**src/rtl/if_fetch_unit.sv**
```systemverilog
// Instruction-fetch stage: owns the PC and runs a request/ready handshake with
// instruction memory, presenting instr_IF/pc_IF combinationally to IF/ID.
module if_fetch_unit #(
    parameter logic [15:0] RESET_PC  = 16'h0000,
    parameter logic [3:0]  HALT_OPC  = 4'hF,
    parameter logic [15:0] NOP_INSTR = 16'h0000
) (
    input  logic        clk,
    input  logic        rst,
    input  logic        stall,
    input  logic        branch_taken,
    input  logic [15:0] branch_target,
    output logic        imem_req,
    output logic [15:0] imem_addr,
    input  logic        imem_rdy,
    input  logic [15:0] imem_rdata,
    output logic [15:0] instr_IF,
    output logic [15:0] pc_IF,
    output logic        if_valid,
    output logic        halted
);

    typedef enum logic [1:0] {
        ST_FETCH = 2'd0,
        ST_HOLD  = 2'd1,
        ST_DRAIN = 2'd2,
        ST_HALT  = 2'd3
    } state_e;

    state_e      state_q, state_d;
    logic [15:0] pc_q, pc_d;
    logic [15:0] addr_q, addr_d;
    logic [15:0] hold_instr_q, hold_instr_d;
    logic [15:0] hold_pc_q, hold_pc_d;
    logic [15:0] addr_inc_s;

    function automatic logic is_halt(input logic [15:0] instr);
        is_halt = (instr[15:12] == HALT_OPC);
    endfunction

    assign addr_inc_s = addr_q + 16'd1;

    // State and datapath registers with synchronous reset.
    always_ff @(posedge clk) begin
        if (rst) begin
            state_q      <= ST_FETCH;
            pc_q         <= RESET_PC;
            addr_q       <= RESET_PC;
            hold_instr_q <= 16'h0000;
            hold_pc_q    <= 16'h0000;
        end else begin
            state_q      <= state_d;
            pc_q         <= pc_d;
            addr_q       <= addr_d;
            hold_instr_q <= hold_instr_d;
            hold_pc_q    <= hold_pc_d;
        end
    end

    // Next-state and output decode; a redirect always suppresses presentation.
    always_comb begin
        state_d      = state_q;
        pc_d         = pc_q;
        addr_d       = addr_q;
        hold_instr_d = hold_instr_q;
        hold_pc_d    = hold_pc_q;
        imem_req     = 1'b0;
        imem_addr    = addr_q;
        instr_IF     = NOP_INSTR;
        pc_IF        = 16'h0000;
        if_valid     = 1'b0;
        halted       = 1'b0;

        case (state_q)
            ST_FETCH: begin
                imem_req = 1'b1;
                if (branch_taken) begin
                    pc_d = branch_target;
                    if (imem_rdy) begin
                        addr_d  = branch_target;
                        state_d = ST_FETCH;
                    end else begin
                        state_d = ST_DRAIN;
                    end
                end else if (imem_rdy) begin
                    instr_IF = imem_rdata;
                    pc_IF    = addr_inc_s;
                    if_valid = 1'b1;
                    pc_d     = addr_inc_s;
                    addr_d   = addr_inc_s;
                    if (stall) begin
                        hold_instr_d = imem_rdata;
                        hold_pc_d    = addr_inc_s;
                        state_d      = ST_HOLD;
                    end else if (is_halt(imem_rdata)) begin
                        state_d = ST_HALT;
                    end else begin
                        state_d = ST_FETCH;
                    end
                end else begin
                    state_d = ST_FETCH;
                end
            end

            ST_HOLD: begin
                if (branch_taken) begin
                    pc_d    = branch_target;
                    addr_d  = branch_target;
                    state_d = ST_FETCH;
                end else begin
                    instr_IF = hold_instr_q;
                    pc_IF    = hold_pc_q;
                    if_valid = 1'b1;
                    if (stall) begin
                        state_d = ST_HOLD;
                    end else if (is_halt(hold_instr_q)) begin
                        state_d = ST_HALT;
                    end else begin
                        state_d = ST_FETCH;
                    end
                end
            end

            // The abandoned access must complete at its original address before refetching.
            ST_DRAIN: begin
                imem_req = 1'b1;
                if (branch_taken) begin
                    pc_d    = branch_target;
                    state_d = ST_DRAIN;
                end else if (imem_rdy) begin
                    addr_d  = pc_q;
                    state_d = ST_FETCH;
                end else begin
                    state_d = ST_DRAIN;
                end
            end

            ST_HALT: begin
                halted = 1'b1;
                if (branch_taken) begin
                    pc_d    = branch_target;
                    addr_d  = branch_target;
                    state_d = ST_FETCH;
                end else begin
                    state_d = ST_HALT;
                end
            end

            default: begin
                state_d = ST_FETCH;
                pc_d    = RESET_PC;
                addr_d  = RESET_PC;
            end
        endcase
    end

endmodule

```
**config.mk**
```make
export PLATFORM = sky130hd
export DESIGN_NAME = if_fetch_unit
export DESIGN_NICKNAME = d
export VERILOG_FILES = /design/src/rtl/if_fetch_unit.sv
export SDC_FILE = /design/constraint.sdc
export NUM_CORES = 1
export LEC_CHECK = 0
export CAP_MARGIN = 20
export CORE_ASPECT_RATIO = 0.8
export CORE_MARGIN = 5
export CORE_UTILIZATION = 30
export CTS_CLUSTER_SIZE = 10
export DETAILED_ROUTE_END_ITERATION = 8
export GPL_ROUTABILITY_DRIVEN = 1
export PLACE_DENSITY_LB_ADDON = 0.25
export SYNTH_ARGS = -nofsm -noshare
export SYNTH_HDL_FRONTEND = slang
export SYNTH_SLANG_ARGS = --single-unit
```
**constraint.sdc**
```tcl
create_clock -name clk -period 1.8 [get_ports clk]
set_input_delay 0.36 -clock clk [delete_from_list [all_inputs] [get_ports clk]]
set_output_delay 0.36 -clock clk [all_outputs]
set_load 0.01 [all_outputs]
```
# == Word level (Yosys, flattened, before mapping) ==
# Cells that the tools add are included.
# totals
register_bits,66
in_bits,37
out_inout_bits,51
# classes
addsub,1
eq_ne,11
n_mux,34
n_bitwise,1
n_reduce_logical,7
# op_table
op,n
16-bit two-way mux,13
16-bit case mux with 2 select lines,3
16-bit case mux with 3 select lines,1
2-bit two-way mux,10
16-bit by 1-bit adder with 16-bit output (second input constant),1
4-bit equality test (second input constant),2
2-bit case mux with 4 select lines,1
4-bit AND reduction,2
2-bit inequality test (second input constant),3
1-bit two-way mux,5
2-bit equality test (second input constant),2
2-bit by 1-bit inequality test with 1-bit output (second input constant),2
2-bit OR reduction,2
3-bit inequality test (second input constant),1
3-bit OR reduction,1
2-bit by 1-bit equality test with 1-bit output (second input constant),1
2-bit zero test,1
1-bit case mux with 2 select lines,1
2-bit AND reduction,1
1-bit NOT,1

# == Logic depth before layout (Yosys ltp) ==
# depth
depth_word,6
depth_mapped,7
ltp_nobuf,6

# == Least setup slack after synthesis ==
# No wires, ideal clock.
# synth_path
kind,register to output
startpoint,"reg addr_q[1], in the netlist imem_addr[1]"
endpoint,out pc_IF[12]
arrival_ps,1685
t_required_ps,1440
slack_ps,-245
path_stages_with_launch,6
cell_sequence,dfxtp_1 ha_1 nand4_1 or3_1 xor2_1 o21ai_0
# synth_via
elab_chain_len,4
# synth_lines
item,line,text
"start, declared",32,"logic [15:0] addr_q, addr_d;"
"start signal, assigned",54,addr_q <= addr_d;
16-bit by 1-bit adder with 16-bit output,41,assign addr_inc_s = addr_q + 16'd1;
16-bit two-way mux,85,end else if (imem_rdy) begin
16-bit two-way mux,77,if (branch_taken) begin
16-bit case mux with 2 select lines,74,case (state_q)
"end, declared",18,"output logic [15:0] pc_IF,"
# Every way passes these cells.

# == Worst setup path in the final report ==
# layout_path
startpoint,"reg addr_q[0], in the netlist imem_addr[0]"
endpoint,out pc_IF[12]
# The elaborated chain is that of the path after synthesis.

==> results.md <==
- Failing checks: negative setup slack
- Switch Pwr: 0.00143 W
- Crit path time final: approximately 2.4 ns
- CP Launch Type: register
- Switching share of total power: a little under a third
- Seq pwr share: approximately a third
- H-tree levels: 3
- Die width: 131 um
- Post-route ant nets: 0
- Highest metal used: met4
- Crit path max fanout: 3
- Die area: roughly 14000 um2
- Placer Congestion: 0.863
- CP Class: register to output pin
- Final wirelength: 14.9 mm
- Share of cells above drive strength 1: 39.3%
- Worst-path clk slew: about 0.050 ns
- Worst Hold Endpoint: pc_q[13]$_SDFFE_PP0P_
- Data required time at the worst endpoint: roughly 1.4 ns
- Met2 routed WL: 6.88 mm
- Worst hold start: pc_q[13]$_SDFFE_PP0P_
- Avg Cell Area, Syn: 7.63 um2
- HP Class: register to register
- Starting density of the core: between 30% and 40%
- Synth Instances: 462
- Final setup vio count: 44
- Overall routing resource usage: 20.3%
- Arrival time of the worst setup path: between 2 and 2.5 ns
- # DRC: 0
- PnR worst setup slack: -0.619 ns
- Diode count: 0
- Antenna violations before repair: 0
- Wire length of the first global-routing pass: 23.0 mm
- Clk Latency, worst-skew pair: 0.33 ns
- Register area share after synthesis: a little under two fifths
- Reg-to-Reg Start: imem_addr[0]$_SDFFE_PP0P_
- Post-DR wirelength/cell: 18.2 um
- Worst slew margin: between 70 and 80%
- GRT Residual Overflow: 0
- Area growth syn-to-layout: 79.5%
- Largest net degree at the start of global routing: 27
- Clock Sinks: 66
- CTS tree: done
- Wire length on met1: a little under 7 mm
- Most used flip-flop cell after synthesis: dfxtp_1
- RSZ-0062 raised after global routing: true
- Fin crit share: 134%
- Port buffer count: 87
- Worst Tran Pin Value: ~0.38 ns
- P_leak: 2.69 nW
- Total vias in the final route: 4359
- Post-route insts no fill: 819
- R2r endpoint: imem_addr[12]$_SDFFE_PP0P_
- Max Freq: between 400 and 500 MHz
- Post-Synthesis Cell Area: 3520 um2
- Chip height: around 110 um
- Rows: 35
- VDD IR max: 0.457 mV
- Internal Power: 0.00331 W
- Synth warn: 0
- Final Max Slew Viols: 0
- Max Root-Sink Buffers: 2
- Largest area contributor in the netlist: dfxtp_1
- Hpwl dp: 10.0 mm
- Placed Instance Area: 5190 um2
- Placed cell count: about 750
- CP max stage delay: 0.39 ns
- Core area: 11500 um2
- Most frequent cell after synthesis: nand2_1
- CTS root buf: clkbuf_16
- CP Cell Sequence: ha_4, nand4_1, buf_4, or3_4, xor2_4, o21ai_2, buf_2
- Comb pwr share: 31.4%
- Routed wl met3: 1.00 mm
- Pwr/cell area: 749 nW/um2
- Post-synth EDFFs: 0
- Crit end category: output pin
- Inserted Clock Buffers: 9
- Fillers: 1017
- Pwr Total: 0.00474 W
- Top-area cell type share of the netlist area: 37.5%
- Status: complete, but fails checks
- DRT Pass-1 Iters: 4
- Clock network fraction of total power: 33.5%
- Crit-path slowest cell: or3_4
- Worst Hold Path Cells: 2
- Hold Slack: 0.450 ns
- Syn Nets: 500
- Hold Violations, Final: 0
- Post-synth top cells: nand2_1 (69), dfxtp_1 (66), a21oi_1 (47)
- I/O pin total: between 80 and 90
- Reg2Reg Depth: 9
- Vias/cell: 5.32
- Yosys reg bits: 66
- R2R setup slack: -0.26 ns
- Synth area leaders: dfxtp_1 (38%), nand2_1 (7.4%), a21oi_1 (6.7%), o21ai_0 (6.4%), a22o_1 (5.0%)
- Post-synth ARST share: 0%
- Fin area: approximately 6300 um2
- Post-synthesis cell type count: 50
- Max_cap viols: 0
- Final nets: 704
- Skew final: approximately 0.0058 ns
- Vias in the first global route: around 4300
- Initial drt markers: 363
## per-stage QoR
| step | TNS, ns | setup WS, ns | util, % |
|---|---|---|---|
| floorplan | -0.0176 | -0.0176 | - |
| global placement | -46.23 | -0.795 | 45.0 |
| detailed placement | -49.25 | -0.801 | 45.0 |
| CTS | -8.41 | -0.560 | 52.5 |
| global route | -13.44 | -0.720 | 54.9 |
| finish | -10.31 | -0.619 | 54.9 |
## repair_timing
item	in CTS	in global routing
pin swaps	39	51
setup buffers	44	18
resized for setup	244	55
hold buffers	0	0
endpoints found under the setup margin	86	84
cloned	2	1
## area by class of cell
| class | count | area [um2] | area share, % |
|---|---|---|---|
| inverters | 7 | 26.3 | 0.415 |
| well taps | 148 | 185 | 2.93 |
| repair buffers | 231 | 2040 | 32.3 |
| multi-input cells | 351 | 2460 | 39.0 |
| clock buffers | 13 | 250 | 3.96 |
| flip-flops and latches | 66 | 1340 | 21.2 |
| clock inverters | 3 | 15.0 | 0.237 |
## how the worst max path moves through the flow
| stage | startpoint | end | slack, ns | cells past startpoint |
|---|---|---|---|---|
| after floorplan | imem_addr[1]$_SDFFE_PP0P_ | pc_IF[12] | -0.02 | 5 |
| after global placement | branch_taken | pc_IF[1] | -0.79 | 6 |
| after detailed placement | branch_taken | pc_IF[1] | -0.80 | 6 |
| after CTS | imem_addr[0]$_SDFFE_PP0P_ | pc_IF[14] | -0.56 | 8 |
| after global routing | imem_addr[0]$_SDFFE_PP0P_ | pc_IF[14] | -0.72 | 8 |
| final | imem_addr[0]$_SDFFE_PP0P_ | pc_IF[12] | -0.62 | 7 |
## cells in the final DEF (no fill, tap or decap), drive strengths merged, types with 3 or more instances in the layout
cell type	instances
a221oi	3
nand3	5
a211o	5
a2111oi	4
clkdlybuf4s50	43
a22oi	6
dfxtp	66
a21o	8
nor4	4
and3	8
nand4	7
clkdlybuf4s15	3
a211oi	12
o21ai	45
dlygate4sd2	4
nor3	7
a21oi	47
nand2	69
clkinv	3
xnor2	7
clkbuf	17
inv	7
nor2	46
xor2	8
a31oi	9
a22o	20
buf	176
## power groups by stage
stage	Combinational [W]	Sequential, W	Clock, W
6_report	0.00149	0.00166	0.00159
4_1_cts	0.00136	0.00166	0.00163
2_1_floorplan	0.000497	0.00170	0
3_5_place_dp	0.00118	0.00168	0
3_3_place_gp	0.00117	0.00167	0
5_1_grt	0.00159	0.00168	0.00169
## critical path, delay by kind of cell (launching register included)
family | cells | cell delay (ns)
simple gates | 2 | 0.57
flops | 1 | 0.34
buf+inv | 2 | 0.33
xor+xnor | 1 | 0.21
fa+ha+maj | 1 | 0.16
compound gates | 1 | 0.12
## logic make-up (layout without fill, tap and decap cells)
group | count (synthesis) | count (layout) | synth area share, %
compound gates | 179 | 179 | 33.1
xor+xnor | 15 | 15 | 3.73
fa+ha+maj | 1 | 1 | 0.355
buf+inv | 45 | 254 | 4.94
flops | 66 | 66 | 37.5
simple gates | 156 | 156 | 20.3
## state kept, by name, summed over array words and instances (netlist names)
| signal | flops |
|---|---|
| hold_instr_q | 16 |
| pc_q | 16 |
| state_q | 2 |
| imem_addr | 16 |
| hold_pc_q | 16 |
## per-layer routing
metal	global-route usage (%)	up-vias
met4	5.04	0
met1	28.0	2070
met2	32.4	174
li1	-	2091
met5	0	-
met3	4.13	24
Power figures use the tool's default switching activity.
